## src/rtl/regfile_pkg.sv

```systemverilog
// regfile_pkg: state encoding and default geometry shared by the register
// file and the decode/hazard logic that sizes its address and data buses.
package regfile_pkg;

  typedef enum logic {
    ST_CLEAR = 1'b0,
    ST_RUN   = 1'b1
  } rf_state_e;

  localparam int unsigned RF_XLEN_DEFAULT  = 32;
  localparam int unsigned RF_NREGS_DEFAULT = 32;

endpackage

```

## src/rtl/regfile_scoreboard.sv

```systemverilog
// regfile_scoreboard: one busy bit per architectural register.
// Decode allocates a destination, writeback releases it, a flush clears all.
// Priority per register: flush > allocate > release > hold. Updates happen
// only while the register file is running. With ZERO_REG set, register 0 is
// never busy.
module regfile_scoreboard
  import regfile_pkg::*;
#(
  parameter  int unsigned NREGS    = RF_NREGS_DEFAULT,
  parameter  int unsigned ZERO_REG = 1,
  localparam int unsigned AW       = $clog2(NREGS)
) (
  input  logic          clk,
  input  logic          rst,
  input  logic          run_i,
  input  logic          alloc_en_i,
  input  logic [AW-1:0] alloc_addr_i,
  input  logic          rel_en_i,
  input  logic [AW-1:0] rel_addr_i,
  input  logic          flush_i,
  input  logic [AW-1:0] rs1_addr_i,
  input  logic [AW-1:0] rs2_addr_i,
  output logic          rs1_busy_o,
  output logic          rs2_busy_o
);

  logic [NREGS-1:0] busy_q;
  logic [NREGS-1:0] busy_d;

  // Next busy vector: hardwired zero, then flush, allocate, release, hold
  always_comb begin
    busy_d = busy_q;
    for (int i = 0; i < NREGS; i++) begin
      if ((ZERO_REG != 32'd0) && (i == 32'sd0)) begin
        busy_d[i] = 1'b0;
      end else if (!run_i) begin
        busy_d[i] = busy_q[i];
      end else if (flush_i) begin
        busy_d[i] = 1'b0;
      end else if (alloc_en_i && (alloc_addr_i == AW'(i))) begin
        busy_d[i] = 1'b1;
      end else if (rel_en_i && (rel_addr_i == AW'(i))) begin
        busy_d[i] = 1'b0;
      end else begin
        busy_d[i] = busy_q[i];
      end
    end
  end

  // Busy vector register, cleared asynchronously by reset
  always_ff @(posedge clk or posedge rst) begin
    if (rst) begin
      busy_q <= {NREGS{1'b0}};
    end else begin
      busy_q <= busy_d;
    end
  end

  assign rs1_busy_o = busy_q[rs1_addr_i];
  assign rs2_busy_o = busy_q[rs2_addr_i];

endmodule

```

## src/rtl/regfile_sb.sv

```systemverilog
// regfile_sb: parametrised integer register file with two combinational read
// ports, one synchronous write port, a post-reset clear sequencer (the array
// itself has no reset) and a busy scoreboard for RAW hazard detection.
// Optional feature macro: REGFILE_BYPASS_EN (write-through forwarding of the
// writeback data and release onto the read ports in the same cycle).
module regfile_sb
  import regfile_pkg::*;
#(
  parameter  int unsigned XLEN     = RF_XLEN_DEFAULT,
  parameter  int unsigned NREGS    = RF_NREGS_DEFAULT,
  localparam int unsigned AW       = $clog2(NREGS),
  parameter  int unsigned ZERO_REG = 1
) (
  input  logic            clk,
  input  logic            rst,
  output logic            ready,
  input  logic [AW-1:0]   rs1_addr,
  output logic [XLEN-1:0] rs1_data,
  output logic            rs1_busy,
  input  logic [AW-1:0]   rs2_addr,
  output logic [XLEN-1:0] rs2_data,
  output logic            rs2_busy,
  input  logic            wr_en,
  input  logic [AW-1:0]   wr_addr,
  input  logic [XLEN-1:0] wr_data,
  input  logic            alloc_en,
  input  logic [AW-1:0]   alloc_addr,
  input  logic            flush
);

  rf_state_e       state_q, state_d;
  logic [AW-1:0]   clr_idx_q, clr_idx_d;
  logic            ready_q, ready_d;

  logic [XLEN-1:0] regs_q [NREGS];

  logic            arr_we_s;
  logic [AW-1:0]   arr_waddr_s;
  logic [XLEN-1:0] arr_wdata_s;

  logic                  run_s;
  logic [1:0][AW-1:0]    rd_addr_s;
  logic [1:0][XLEN-1:0]  rd_data_s;
  logic [1:0]            rd_busy_s;
  logic [1:0]            sb_busy_s;

  // True for the register that reads as zero and ignores writes
  function automatic logic is_hardwired(input logic [AW-1:0] addr);
    return (ZERO_REG != 32'd0) && (addr == {AW{1'b0}});
  endfunction

  assign run_s = (state_q == ST_RUN);

  // Clear sequencer: walk every index once, then stay in RUN until reset
  always_comb begin
    state_d   = state_q;
    clr_idx_d = clr_idx_q;
    ready_d   = ready_q;
    case (state_q)
      ST_CLEAR: begin
        if (clr_idx_q == AW'(NREGS - 1)) begin
          state_d   = ST_RUN;
          clr_idx_d = {AW{1'b0}};
          ready_d   = 1'b1;
        end else begin
          state_d   = ST_CLEAR;
          clr_idx_d = clr_idx_q + AW'(1'b1);
          ready_d   = 1'b0;
        end
      end
      ST_RUN: begin
        state_d = ST_RUN;
        ready_d = 1'b1;
      end
      default: begin
        state_d   = ST_CLEAR;
        clr_idx_d = {AW{1'b0}};
        ready_d   = 1'b0;
      end
    endcase
  end

  // Sequencer state, clear index and ready flag
  always_ff @(posedge clk or posedge rst) begin
    if (rst) begin
      state_q   <= ST_CLEAR;
      clr_idx_q <= {AW{1'b0}};
      ready_q   <= 1'b0;
    end else begin
      state_q   <= state_d;
      clr_idx_q <= clr_idx_d;
      ready_q   <= ready_d;
    end
  end

  assign ready = ready_q;

  // Array write port: clear writes own it in CLEAR, writeback owns it in RUN
  always_comb begin
    if (state_q == ST_CLEAR) begin
      arr_we_s    = 1'b1;
      arr_waddr_s = clr_idx_q;
      arr_wdata_s = {XLEN{1'b0}};
    end else if (wr_en && !is_hardwired(wr_addr)) begin
      arr_we_s    = 1'b1;
      arr_waddr_s = wr_addr;
      arr_wdata_s = wr_data;
    end else begin
      arr_we_s    = 1'b0;
      arr_waddr_s = wr_addr;
      arr_wdata_s = wr_data;
    end
  end

  // Register array storage; contents are initialised by the clear sequence
  always_ff @(posedge clk) begin
    if (arr_we_s) begin
      regs_q[arr_waddr_s] <= arr_wdata_s;
    end
  end

  regfile_scoreboard #(
    .NREGS   (NREGS),
    .ZERO_REG(ZERO_REG)
  ) u_scoreboard (
    .clk         (clk),
    .rst         (rst),
    .run_i       (run_s),
    .alloc_en_i  (alloc_en),
    .alloc_addr_i(alloc_addr),
    .rel_en_i    (wr_en),
    .rel_addr_i  (wr_addr),
    .flush_i     (flush),
    .rs1_addr_i  (rs1_addr),
    .rs2_addr_i  (rs2_addr),
    .rs1_busy_o  (sb_busy_s[0]),
    .rs2_busy_o  (sb_busy_s[1])
  );

  assign rd_addr_s[0] = rs1_addr;
  assign rd_addr_s[1] = rs2_addr;

  // Read ports: zero while clearing or on the hardwired register, else array
  always_comb begin
    rd_data_s = {(2 * XLEN){1'b0}};
    rd_busy_s = 2'b00;
    for (int p = 0; p < 2; p++) begin
      if (!run_s) begin
        rd_data_s[p] = {XLEN{1'b0}};
        rd_busy_s[p] = 1'b0;
      end else if (is_hardwired(rd_addr_s[p])) begin
        rd_data_s[p] = {XLEN{1'b0}};
        rd_busy_s[p] = 1'b0;
`ifdef REGFILE_BYPASS_EN
      end else if (wr_en && (wr_addr == rd_addr_s[p])) begin
        // Forward writeback data; a same-cycle allocation keeps the old busy
        rd_data_s[p] = wr_data;
        rd_busy_s[p] = (alloc_en && (alloc_addr == rd_addr_s[p])) ? sb_busy_s[p] : 1'b0;
`endif
      end else begin
        rd_data_s[p] = regs_q[rd_addr_s[p]];
        rd_busy_s[p] = sb_busy_s[p];
      end
    end
  end

  assign rs1_data = rd_data_s[0];
  assign rs1_busy = rd_busy_s[0];
  assign rs2_data = rd_data_s[1];
  assign rs2_busy = rd_busy_s[1];

endmodule

```

## config.mk

```make
export PLATFORM = sky130hd
export DESIGN_NAME = regfile_sb
export DESIGN_NICKNAME = d
export VERILOG_FILES = /design/src/rtl/regfile_pkg.sv /design/src/rtl/regfile_scoreboard.sv /design/src/rtl/regfile_sb.sv
export SDC_FILE = /design/constraint.sdc
export NUM_CORES = 1
export LEC_CHECK = 0
export BUFFER_PORTS_ARGS = -buffer_cell sky130_fd_sc_hd__clkbuf_2
export CORE_MARGIN = 4
export CORE_UTILIZATION = 40
export DETAILED_ROUTE_END_ITERATION = 16
export PLACE_DENSITY_LB_ADDON = 0.1
export SLEW_MARGIN = 20
export SYNTH_ARGS = -nofsm -noshare
export SYNTH_HDL_FRONTEND = slang
export SYNTH_HIERARCHICAL = 1
export SYNTH_SLANG_ARGS = --single-unit
```

## constraint.sdc

```tcl
create_clock -name clk -period 9.1 [get_ports clk]
set_input_delay 1.365 -clock clk [delete_from_list [all_inputs] [get_ports clk]]
set_output_delay 1.365 -clock clk [all_outputs]
set_load 0.05 [all_outputs]
```

# Yosys cells after proc, flatten, opt, wreduce, memory -nomap -nowiden

Memories as Yosys holds them, arrays and structs flattened.
Cells that the tools add are included.

Bits of input ports: 57
RAM bits: 1024
Memory bits (read-only): 0
Memories: 1
Output and inout bits: 67
Register bits after elaboration: 37
Latch bits: 0

Memory list:

| memory | depth | bits a word | rd ports | clocked after Yosys merged registers in | wr ports | RTL line         | RTL |
|---|---|---|---|---|---|---|---|
| regs_q | 32    | 32          | 2        | 0                                       | 1        | regfile_sb.sv:35 | `logic [XLEN-1:0] regs_q [NREGS];` |

Shift-type cells: 0
Multiplexer cells: 114
Divide/modulo/power cells: 0
Reductions and logical operators: 129
Add/sub/neg operators: 1
Bitwise logic cells: 1
$lt $le $gt $ge: 2
Equality and inequality tests: 63
Multipliers: 0

Operators by type and width:

| kind                | count |
|---|---|
| $eq 5x5->1 const B  | 33 |
| $mux 32             | 5 |
| $mux 1              | 104 |
| $reduce_bool 3->1   | 31 |
| $eq 5x4->1 const B  | 16 |
| $logic_and 1x1->1   | 63 |
| $reduce_and 2->1    | 31 |
| $eq 5x3->1 const B  | 8 |
| $eq 5x2->1 const B  | 4 |
| $logic_not 5->1     | 3 |
| $lt 5x6->1 const B  | 2 |
| $bmux 1 s5          | 2 |
| $eq 5x1->1 const B  | 2 |
| $mux 5              | 2 |
| $add 5x1->5 const B | 1 |
| $pmux 1 s2          | 1 |
| $logic_not 1->1     | 1 |
| $not 1->1           | 1 |

# Logic depth before layout (Yosys ltp)

Depth after elaboration: 7
Depth in mapped cells: 7

# Cells and area by module

The synthesis kept the hierarchy.

Modules (own cells, without submodules):

| module             | cells an instance | area an instance (sq um) | sequential area each (sq um) | times used |
|---|---|---|---|---|
| regfile_sb         | 2863              | 46808.6                  | 29938.7                      | 1 |
| regfile_scoreboard | 242               | 2142.1                   | 775.7                        | 1 |

# Least setup slack after synthesis

Ideal clock, no wire load.

Path type: input-to-output
From: in rs1_addr[1]
To: out rs1_busy
Stages on the path: 7
Slack: 4.762 ns
Data arrival time: 2.973 ns
Path buffers: 1
Cells stage by stage: clkbuf_1 -> mux4_2 -> nand2b_1 -> o2111ai_1 -> nand4_1 -> nand2_1 -> a21oi_1

Longest elaborated chain between the ends: 4
Elaborated cells between the ends (all ways): 5
Those cells by class: 4 x mux; 1 x reduce/logical

RTL lines:

| element                      | RTL line                 | RTL |
|---|---|---|
| start: declaration           | regfile_sb.sv:17         | `input logic [AW-1:0] rs1_addr,` |
| $bmux 1 s5                   | regfile_scoreboard.sv:59 | `assign rs1_busy_o = busy_q[rs1_addr_i];` |
| $mux 1 (implied by the code) | regfile_scoreboard.sv:59 |  |
| via sb_busy_s[0]             | regfile_sb.sv:45         | `logic [1:0] sb_busy_s;` |
| $mux 1                       | regfile_sb.sv:151        | `end else if (is_hardwired(rd_addr_s[p])) begin` |
| $mux 1                       | regfile_sb.sv:148        | `if (!run_s) begin` |
| end: declaration             | regfile_sb.sv:19         | `output logic rs1_busy,` |

The timed path passes the listed nets, and every way through them passes these cells. The select of a mux whose other input is x is not followed.

# Final worst setup path

From: in rs1_addr[0]
To: out rs1_data[31]

Longest elaborated chain between the ends: 3
Elaborated cells between the ends (all ways): 4
Those cells by class: 2 x mux; 1 x reduce/logical; 1 x memory

RTL lines:

| element                                          | RTL line          | RTL |
|---|---|---|
| $mem_v2 32x32 or $logic_not 5->1 (tied branches) | n/a               |  |
| $mux 32 *                                        | regfile_sb.sv:151 |  |
| $mux 32 *                                        | regfile_sb.sv:148 |  |
| end: declaration                                 | regfile_sb.sv:18  | `output logic [XLEN-1:0] rs1_data,` |

Every way passes the cells marked *; elsewhere a longest branch is shown, timed or not.

==> results.sh <==
export IMPL_synth_simple_area_share=0.0404
export IMPL_syn_area_sq_um=49000
export IMPL_grt_pass1_wl_mm=239
export IMPL_finalHoldViolCount=0
export IMPL_finClkSkew_ns=0.0202
export IMPL_dp_cells=4681
export IMPL_layout_setup_ws_ns=2.55
export IMPL_rsz0062_at_grt="no"
export IMPL_fin_util=0.451
export IMPL_synth_seq_cells=1029
export IMPL_ir_drop_mv=0.149
export IMPL_io_buffer_count=123
export IMPL_synthFlopType="edfxtp_1"
export IMPL_synth_fa_ha_area_frac=0.000511
export IMPL_io_pin_count=124
export IMPL_path_cells="buf_8 -> buf_4 -> buf_4 -> mux4_2 -> a22oi_1 -> nand4_1 -> clkbuf_2"
export IMPL_cp_common_cell="buf_4"
export IMPL_synthToLayoutAreaGrowth_pct=12.1
export IMPL_cts_sinks=1029
export IMPL_drt_pass1_iter_count=8
export IMPL_startpoint="rs1_addr[0]"
export IMPL_route_detailed_drc=0
export IMPL_nets=3233
export IMPL_netSwitchingFraction=0.248
export IMPL_yosysWarnings=6
export IMPL_viasPerCell=6.47
export IMPL_avgRoutedWirePerCell_um=35.0
export IMPL_p_switching_uw=2650
export IMPL_setup_violations_final=0
export IMPL_cts_tree="done"
export IMPL_clock_latency_ns=0.71
export IMPL_status="completed"
export IMPL_ff_latch_area_sq_um=30700
export IMPL_synth_xor_area_share=0
export IMPL_period_needed_ns=6.55
export IMPL_postSynthAreaPerCell_sq_um=15.8
export IMPL_gp_congestion=0.769
export IMPL_cts_htree_levels=3
export IMPL_antenna_left=0
export IMPL_critPathCaptureType="output port"
export IMPL_worst_hold_path_num_cells=1
export IMPL_maxCapViolations=0
export IMPL_hold_class="reg2reg"
export IMPL_grt_pass1_vias=32300
export IMPL_cp_slowest_cell="buf_4"
export IMPL_synth_compound_area_share=0.0897
export IMPL_leakage_uw=0.0188
export IMPL_worst_pin_slew_ns=1.11
export IMPL_clock_fmax_ghz=0.153
export IMPL_fin_tns_setup_ns=0
export IMPL_start_kind="input port"
export IMPL_worstPathRequired_ns=7.74
export IMPL_power_density_nw_per_um2=195
export IMPL_synth_cell_types=54
export IMPL_critPathKind="in2out"
export IMPL_antenna_found_initial=3
export IMPL_crit_arrival_ns=5.19
export IMPL_wirelength_mm=171
export IMPL_vias=31600
export IMPL_synth_top_family_by_area="multiplexers"
export IMPL_drv_slew=0
export IMPL_seq_area_frac_synth=0.627
export IMPL_cts_setup_buffers=0
export IMPL_synth_mux_area_frac=0.213
export IMPL_place_hpwl_mm=88.7
export IMPL_p_total_uw=10700
export IMPL_r2r_cells=5
export IMPL_core_area_sq_um=122000
export IMPL_cts_root_buf="clkbuf_16"
export IMPL_ctsLongestPathBuffers=3
export IMPL_cts_buffers=115
export IMPL_instances_no_fill=4892
export IMPL_grt_usage=0.263
export IMPL_p_seq_frac=0.487
export IMPL_clockPowerShare=0.416
export IMPL_grt_max_degree=128
export IMPL_synth_edf_count=992
export IMPL_multiInputGateArea_sq_um=17200
export IMPL_grt_overflow=0
export IMPL_synth_nets=3164
export IMPL_die_h_um=358
export IMPL_start_util=0.402
export IMPL_p_int_uw=8050
export IMPL_fp_dieW_um=358
export IMPL_critPathMaxFanout=46
export IMPL_ctsHoldBuffers=0
export IMPL_dieArea_sq_um=128000
export IMPL_async_reset_ff_frac=0.0360
export IMPL_slew_headroom=0.258
export IMPL_holdPathEnd="u_scoreboard/busy_q[28]$_DFFE_PP0P_"
export IMPL_pre_cts_ws_ns=2.50
export IMPL_combPwrFrac=0.097
export IMPL_rr_endpoint="regs_q[27][15]$_DFFE_PP_"
export IMPL_drive_gt1_frac=0.206
export IMPL_final_common_cell="edfxtp_1"
export IMPL_post_route_period_util=0.720
export IMPL_cts_resized=0
export IMPL_row_count=128
export IMPL_rrSetupSlack_ns=5.39
export IMPL_final_cell_mix="992 x edfxtp_1, 595 x mux2i_1, 198 x mux4_2, 195 x a22oi_1, 192 x o22ai_1"
export IMPL_syn_inst=3105
export IMPL_regToRegStartpoint="ready$_DFF_PP0_"
export IMPL_fill_cells=10700
export IMPL_drt_initial_drc_count=3455
export IMPL_cp_slowest_stage_delay_ns=0.90
export IMPL_clk_pin_slew_ns=0.06
export IMPL_hp_start="u_scoreboard/busy_q[28]$_DFFE_PP0P_"
==> state kept, by name (all words and copies together), names as in the netlist <==
signal / count
clr_idx_q: 5
u_scoreboard/busy_q: 31
regs_q: 992
ready: 1
==> power groups by stage <==
stage               registers, uW  logic, uW  clock network, uW
global placement             5310       1020                  0
detailed placement           5310       1040                  0
finish                       5210       1040               4450
floorplan                    5310        675                  0
global route                 5210       1080               4730
CTS                          5210       1040               4530
==> critical path: cells and delay by family <==
kind,cells,cell delay [ns]
compound gates,1,0.20
buf+inv,4,2.48
mux,1,0.60
simple gates,1,0.34
==> metrics by stage <==
| step | hold WS [ns] | instance area [sq um] |
|---|---|---|
| after detailed placement | 0.505 | 51300 |
| final | 0.519 | 54900 |
| after CTS | 0.522 | 54900 |
| after global placement | 0.510 | 51300 |
| after floorplan | 0.477 | 49000 |
| after global routing | 0.549 | 54900 |
==> area by class of cell <==
type                            count  share of cell area
Clock inverter                     64             0.00948
Inverter                            8            0.000547
Antenna cell                        2           0.0000912
Tap cell                         1625              0.0370
Sequential cell                  1029               0.560
Clock buffer                      144              0.0552
Multi-Input combinational cell   1817               0.314
Timing Repair Buffer              203              0.0244
==> Yosys cell counts, types with 14 or more instances <==
library cell,instances,area (sq um)
buf_4,30,225
a21oi_1,29,145
o21ai_0,107,536
mux2i_1,595,5960
and2_1,36,225
o22ai_1,192,1200
a22oi_1,195,1460
clkbuf_1,81,304
o21ai_1,20,100
nand2_1,152,571
a221oi_1,34,298
nor2b_1,14,87.6
buf_6,21,236
nor2_1,50,188
dfrtp_1,37,926
nand4_1,68,425
buf_2,117,586
edfxtp_1,992,29800
a221oi_2,30,450
mux4_2,198,4460
==> how the worst max path moves through the flow <==
stage	to	slack, ns
3_3_place_gp	rs1_data[1]	2.52
6_report	rs1_data[31]	2.55
3_5_place_dp	rs1_data[1]	2.50
5_1_grt	rs1_data[1]	2.29
2_1_floorplan	rs1_busy	4.76
4_1_cts	rs1_data[1]	2.50
==> logic make-up (layout without fill, tap and decap cells) <==
| group | count (synthesis) | after routing |
|---|---|---|
| other | 0 | 2 |
| multiplexers | 796 | 796 |
| flip-flops | 1029 | 1029 |
| adder cells (fa/ha/maj) | 2 | 2 |
| AO/OA/AOI/OAI | 633 | 633 |
| AND/OR/NAND/NOR | 386 | 386 |
| buffers and inverters | 259 | 419 |
==> metal layers <==
metal	up-vias	GRT usage	part of all wire
li1	13000	-	-
met1	16800	0.348	0.41
met2	1470	0.437	0.48
met3	375	0.0527	0.074
met4	4	0.0843	0.034
met5	-	0	0.00012
Power figures use the tool's default switching activity.
